<file path="src/rtl/gb_video_pkg.sv">
// Shared Game Boy video definitions: LCD geometry, pixel type, capture states, error bit indices.
// No logic; no latency; no backpressure.
package gb_video_pkg;

  localparam int GB_LCD_W = 160;
  localparam int GB_LCD_H = 144;

  typedef logic [1:0] pixel_t;

  typedef enum logic [1:0] {
    S_WAIT_VS = 2'd0,
    S_ACTIVE  = 2'd1,
    S_VBLANK  = 2'd2
  } cap_state_t;

  localparam int ERR_LINE  = 0;
  localparam int ERR_FRAME = 1;

endpackage

</file>
<file path="src/rtl/gb_sync_edge.sv">
// Multi-stage synchroniser followed by one alignment register; EDGE_MASK bits output rise pulses, others the level.
// Latency SYNC_STAGES+1 clk from pin to q; no backpressure.
module gb_sync_edge #(
  parameter int             W           = 1,
  parameter int             SYNC_STAGES = 2,
  parameter logic [W-1:0]   EDGE_MASK   = '1
) (
  input  logic         clk,
  input  logic         rst,
  input  logic [W-1:0] d,
  output logic [W-1:0] q
);

  logic [W-1:0] sync [SYNC_STAGES];
  logic [W-1:0] cur;
  logic [W-1:0] prev;

  always_ff @(posedge clk or posedge rst) begin
    if (rst) begin
      for (int i = 0; i < SYNC_STAGES; i++) sync[i] <= '0;
      cur  <= '0;
      prev <= '0;
    end else begin
      sync[0] <= d;
      for (int i = 1; i < SYNC_STAGES; i++) sync[i] <= sync[i-1];
      cur  <= sync[SYNC_STAGES-1];
      prev <= cur;
    end
  end

  // Masked bits become rise = cur & ~prev; unmasked bits pass cur as a pure delay.
  assign q = cur & ~(prev & EDGE_MASK);

endmodule

</file>
<file path="src/rtl/gb_lcd_capture.sv">
// Captures the Game Boy LCD stream into framebuffer writes; double buffering via GB_LCD_CAPTURE_DBL_BUF_EN.
// fb_we asserts SYNC_STAGES+2 clk after the cpl rise on the pin; no backpressure (writes are fire-and-forget).
module gb_lcd_capture import gb_video_pkg::*; #(
  parameter int WIDTH       = GB_LCD_W,
  parameter int HEIGHT      = GB_LCD_H,
  parameter int AW          = 15,
  parameter int SYNC_STAGES = 2
) (
  input  logic          clk,
  input  logic          rst,
  input  logic          gb_hs,
  input  logic          gb_vs,
  input  logic          gb_cpl,
  input  logic [1:0]    gb_pdat,
  input  logic          gb_valid,
  input  logic          clr_err,
  output logic          fb_we,
  output logic [AW-1:0] fb_waddr,
  output logic [1:0]    fb_wdata,
  output logic          fb_bank,
  output logic [7:0]    line_cnt,
  output logic          frame_done,
  output logic [1:0]    err_flags
);

  localparam logic [7:0]    W8 = 8'(WIDTH);
  localparam logic [7:0]    H8 = 8'(HEIGHT);
  localparam logic [AW-1:0] WA = AW'(WIDTH);

  logic   hs_rise, vs_rise, cpl_rise, valid_s;
  pixel_t pdat_s;

  gb_sync_edge #(.W(4), .SYNC_STAGES(SYNC_STAGES), .EDGE_MASK(4'b0111)) u_ctl_sync (
    .clk (clk),
    .rst (rst),
    .d   ({gb_valid, gb_cpl, gb_vs, gb_hs}),
    .q   ({valid_s, cpl_rise, vs_rise, hs_rise})
  );

  gb_sync_edge #(.W(2), .SYNC_STAGES(SYNC_STAGES), .EDGE_MASK(2'b00)) u_pdat_dly (
    .clk (clk),
    .rst (rst),
    .d   (gb_pdat),
    .q   (pdat_s)
  );

  cap_state_t    state, state_nxt;
  logic [7:0]    x, x_nxt, x_cnt, y, y_nxt;
  logic [AW-1:0] line_base, base_nxt, waddr_nxt;
  pixel_t        wdata_nxt;
  logic          we_nxt, done_nxt;
  logic [1:0]    err_set;

  always_comb begin
    state_nxt = state;
    x_nxt     = x;
    x_cnt     = x;
    y_nxt     = y;
    base_nxt  = line_base;
    we_nxt    = 1'b0;
    waddr_nxt = fb_waddr;
    wdata_nxt = fb_wdata;
    done_nxt  = 1'b0;
    err_set   = 2'b00;
    case (state)
      S_WAIT_VS: begin
        if (vs_rise) begin
          x_nxt     = '0;
          y_nxt     = '0;
          base_nxt  = '0;
          state_nxt = S_ACTIVE;
        end
      end
      S_ACTIVE: begin
        if (vs_rise) begin
          err_set[ERR_FRAME] = 1'b1;
          x_nxt    = '0;
          y_nxt    = '0;
          base_nxt = '0;
        end else begin
          if (cpl_rise && valid_s) begin
            if (x < W8) begin
              we_nxt    = 1'b1;
              waddr_nxt = line_base + AW'(x);
              wdata_nxt = pdat_s;
              x_cnt     = x + 8'd1;
            end else begin
              err_set[ERR_LINE] = 1'b1;
            end
          end
          x_nxt = x_cnt;
          // A pixel arriving with hs is counted before the line length check.
          if (hs_rise) begin
            if (x_cnt != W8) err_set[ERR_LINE] = 1'b1;
            x_nxt    = '0;
            y_nxt    = y + 8'd1;
            base_nxt = line_base + WA;
            if (y_nxt == H8) state_nxt = S_VBLANK;
          end
        end
      end
      S_VBLANK: begin
        if (vs_rise) begin
          done_nxt  = 1'b1;
          x_nxt     = '0;
          y_nxt     = '0;
          base_nxt  = '0;
          state_nxt = S_ACTIVE;
        end
      end
      default: state_nxt = S_WAIT_VS;
    endcase
  end

  always_ff @(posedge clk or posedge rst) begin
    if (rst) begin
      state      <= S_WAIT_VS;
      x          <= '0;
      y          <= '0;
      line_base  <= '0;
      fb_we      <= 1'b0;
      fb_waddr   <= '0;
      fb_wdata   <= '0;
      frame_done <= 1'b0;
      err_flags  <= '0;
    end else begin
      state      <= state_nxt;
      x          <= x_nxt;
      y          <= y_nxt;
      line_base  <= base_nxt;
      fb_we      <= we_nxt;
      fb_waddr   <= waddr_nxt;
      fb_wdata   <= wdata_nxt;
      frame_done <= done_nxt;
      err_flags  <= (clr_err ? 2'b00 : err_flags) | err_set;
    end
  end

  assign line_cnt = y;

`ifdef GB_LCD_CAPTURE_DBL_BUF_EN
  always_ff @(posedge clk or posedge rst) begin
    if (rst)           fb_bank <= 1'b0;
    else if (done_nxt) fb_bank <= ~fb_bank;
  end
`else
  assign fb_bank = 1'b0;
`endif

endmodule
</file>
<file path="config.mk">
export PLATFORM = sky130hd
export DESIGN_NAME = gb_lcd_capture
export DESIGN_NICKNAME = d
export VERILOG_FILES = /design/src/rtl/gb_video_pkg.sv /design/src/rtl/gb_sync_edge.sv /design/src/rtl/gb_lcd_capture.sv
export SDC_FILE = /design/constraint.sdc
export NUM_CORES = 1
export LEC_CHECK = 0
export ABC_AREA = 0
export BUFFER_PORTS_ARGS = -buffer_cell sky130_fd_sc_hd__buf_2
export CORE_ASPECT_RATIO = 1.2
export CORE_MARGIN = 10
export CORE_UTILIZATION = 62
export DETAILED_ROUTE_END_ITERATION = 12
export PLACE_DENSITY_LB_ADDON = 0.05
export SLEW_MARGIN = 20
export SYNTH_ARGS = -nofsm -noshare
export SYNTH_HDL_FRONTEND = slang
export SYNTH_SLANG_ARGS = --single-unit
export TNS_END_PERCENT = 100
</file>
<file path="constraint.sdc">
create_clock -name clk -period 4.4 [get_ports clk]
set_clock_uncertainty 0.15 [all_clocks]
set_input_delay 0 -clock clk [delete_from_list [all_inputs] [get_ports clk]]
set_output_delay 0 -clock clk [all_outputs]
set_load 0.03 [all_outputs]
</file>
==> impl_metrics.csv <==
group,metric,value,unit
run_status,status,"completed",
clocking,tritoncts_num_sinks,70,
sta,layout_worst_path_cycle_share,0.490,
critical_path,timing_worst_setup_path_type,"reg -> reg",
routing,drt-wirelength-per-cell,15.3,um
placement,io_buffers,37,
sta,maxSlewHeadroom,0.435,
critical_path,crit-reg2reg-launch,"x[6]",
sta,setup_slack,2.25,ns
layout,filler_cell_count,365,
synthesis,synth_enable_flop_cells,0,
layout,flow.area_growth_from_synthesis,15.4,%
synthesis,synthDistinctLibCells,48,
routing,vias_per_cell,5.73,
pwr,p_per_area,404,mW/mm2
floorplanning,top_level_ports,39,
sta,timing.final.hold_violations,0,
floorplanning,placeable_core_region,0.00490,mm2
critical_path,crit_path_max_fanout,7,
sta,final_period_minus_worst_setup_slack,2.15,ns
critical_path,reg2reg_setup_slack,2.25,ns
clocking,post-cts-setup-buffers,0,
sta,setup_viol_count_final,0,
critical_path,worstReg2RegEnd,"fb_waddr[12]",
synthesis,post_synth_fa_ha_maj_area_fraction,0.0240,
synthesis,synth_xor_area_frac,0.0532,
synthesis,synth_seq_cells,70,
clocking,tritoncts,"yes",
hold_path,hp-class,"in -> reg",
synthesis,synth_area,0.00313,mm2
sta,max_clock_freq,464,MHz
synthesis,ys.flop_type,"sky130_fd_sc_hd__dfrtp_1",
floorplanning,placementRows,28,
synthesis,ys.warnings.count,0,
global_route,global_router_s_overall_resource_usage,0.147,
hold_path,holdPathStages,2,
layout,most-common-layout-cells,"sky130_fd_sc_hd__dfrtp_1 (70), sky130_fd_sc_hd__buf_2 (37), sky130_fd_sc_hd__nand2_1 (36)",
clocking,cts-buffers-inserted,9,
global_route,global_route_wire_length_before_repair,10200,um
sta,final.setup.tns,0,ns
pwr,leakage,1.69,nW
clocking,clock_latency,0.34,ns
floorplanning,die_area,0.00830,mm2
layout,seq_area,0.00175,mm2
global_route,maximum_number_of_pins_on_one_net_before_global_route_repair,71,
hold_path,holdCritStartpoint,"gb_valid",
synthesis,syn-mean-instance-area,11.0,um2
critical_path,worst_ep_required_time,4.46,ns
layout,final_util,0.736,
layout,most_frequent_standard_cell_in_the_layout_excluding_fill_and_tap_cells,"sky130_fd_sc_hd__dfrtp_1",
sta,rsz_0062_raised_after_global_routing,"false",
synthesis,synth_simple_gate_area_share,0.179,
synthesis,post_synthesis_compound_gate_area_fraction,0.120,
layout,diodes,0,
global_route,grt_antenna_before_repair,0,
clocking,cts-resized-gates,0,
clocking,cts_max_path_buffers,2,
clocking,holdBufCountCts,8,
synthesis,syn-instance-count,284,
layout,final_cell_count_no_fill,393,
placement,placement.setup.worst_slack,2.28,ns
routing,detailroute.via_count,2251,
global_route,first_global_vias,2248,
sta,timing_worst_slew_pin_value,0.847,ns
layout,drive_above_1_share,0.213,
pwr,vdd_ir_drop_max,0.324,mV
routing,drc,0,
critical_path,cp.arrival,2.22,ns
routing,detail-route-antenna-nets,0,
sta,report.final.slew_viol_count,0,
floorplanning,chipWidth,84.8,um
routing,detail_route.wirelength,6020,um
synthesis,ys_async_sr_fraction,1.00,
placement,place.gp.congestion,0.883,
job,timing.max_cap.violations,0,
critical_path,critPathCaptureType,"register",
synthesis,synth_sequential_area_ratio,0.560,
hold_path,hold_path_end,"u_ctl_sync.sync[7]",
placement,cells_after_dpl,370,
floorplanning,initial_utilization,0.638,
global_route,global_route.overflow_total,0,
critical_path,start_kind,"register",
synthesis,largest_family_of_logic_cells_by_synthesized_area,"simple AND/OR/NAND/NOR gates",
synthesis,synthMuxAreaShare,0.0336,
routing,drt_first_iter_violations,163,
layout,final_cell_area,0.00361,mm2
synthesis,mappedNetlistNets,299,
routing,drt_first_pass_iters,4,
placement,placed_area,0.00332,mm2
clocking,cts_root_buffer,"sky130_fd_sc_hd__clkbuf_8",
layout,number_of_nets_at_the_end_of_the_flow,344,
floorplanning,die-height,97.8,um
layout,multi_input_comb_area,0.00128,mm2
clocking,htree_num_levels,3,
critical_path,logic_depth_of_the_worst_register_to_register_path,6,
placement,dp_hpwl,4000,um
clocking,cts.clk_slew.worst_paths,0.07,ns
-- critical path: stages (launching register included) --
cell	delay [ns]
sky130_fd_sc_hd__dfrtp_1	0.47
sky130_fd_sc_hd__ha_1	0.36
sky130_fd_sc_hd__a21o_1	0.19
sky130_fd_sc_hd__a21oi_1	0.44
sky130_fd_sc_hd__nand3b_1	0.19
sky130_fd_sc_hd__xor2_1	0.15
sky130_fd_sc_hd__o21ai_0	0.08
-- flip-flops by register name, indices dropped and copies added (netlist names) --
name	flops
fb_waddr	15
line_base	10
line_cnt	8
u_ctl_sync.sync	8
x	8
u_ctl_sync.cur	4
u_pdat_dly.sync	4
u_ctl_sync.prev	3
err_flags	2
fb_wdata	2
state	2
u_pdat_dly.q	2
fb_we	1
frame_done	1
-- layout make-up --
| cell class | instances | share of cell area |
|---|---|---|
| Timing Repair Buffer | 46 | 0.0756 |
| Multi-Input combinational cell | 197 | 0.356 |
| Inverter | 5 | 0.00520 |
| Tap cell | 60 | 0.0208 |
| Clock buffer | 12 | 0.0458 |
| Clock inverter | 3 | 0.0118 |
| Sequential cell | 70 | 0.485 |
-- layer usage --
| layer | GRT usage | vias up | wire length, um |
|---|---|---|---|
| li1 | - | 1080 | - |
| met1 | 0.182 | 1098 | 2660 |
| met2 | 0.235 | 64 | 2860 |
| met3 | 0.0474 | 9 | 404 |
| met4 | 0.0546 | 0 | 90 |
| met5 | 0 | - | 0 |
-- worst max path at each step --
stage	from	endpoint	cells past startpoint
floorplan	rst	err_flags[0]	1
global placement	x[6]	fb_waddr[12]	6
detailed placement	x[6]	fb_waddr[12]	6
CTS	x[6]	fb_waddr[12]	6
global route	x[6]	fb_waddr[11]	6
finish	x[6]	fb_waddr[12]	6
-- Yosys cell counts, drive strengths merged, types with 2 or more instances --
cell	instances	area (um2)
nand2b	3	33.8
clkbuf	4	16.3
xor2	6	52.6
a21oi	4	20.0
nand3b	5	50.1
nor3b	4	30.0
inv	5	18.8
nor2	18	75.1
buf	8	57.6
a21o	3	22.5
xnor2	13	114
a31oi	4	25.0
nand4	5	31.3
o31ai	4	30.0
nor4	2	27.5
o21ai	35	175
nand3	7	47.6
a22o	4	35.0
nor3	7	35.0
ha	6	75.1
dfrtp	70	1750
mux2	9	105
nand2	36	135
nor2b	4	25.0
and3	5	31.3
-- report_power, final --
part	leakage, nW	switching [mW]	internal (mW)
Sequential	0.910	0.0374	0.687
Combinational	0.676	0.133	0.0717
Clock	0.104	0.227	0.304
-- cells by family (layout without fill, tap and decap cells) --
family / after synthesis / in the layout
mux: 9 / 9
compound gates: 61 / 61
flops: 70 / 70
buf+inv: 17 / 66
xor+xnor: 19 / 19
fa+ha+maj: 6 / 6
other cells: 1 / 1
simple gates: 101 / 101
-- through the flow --
step                total power, mW  hold WS (ns)
global route                   1.53         0.144
floorplan                     0.880        -0.119
CTS                            1.47         0.133
detailed placement            0.938       -0.0403
finish                         1.46         0.152
global placement              0.931       -0.0423
Note: power is estimated with default switching activity, not from simulation.
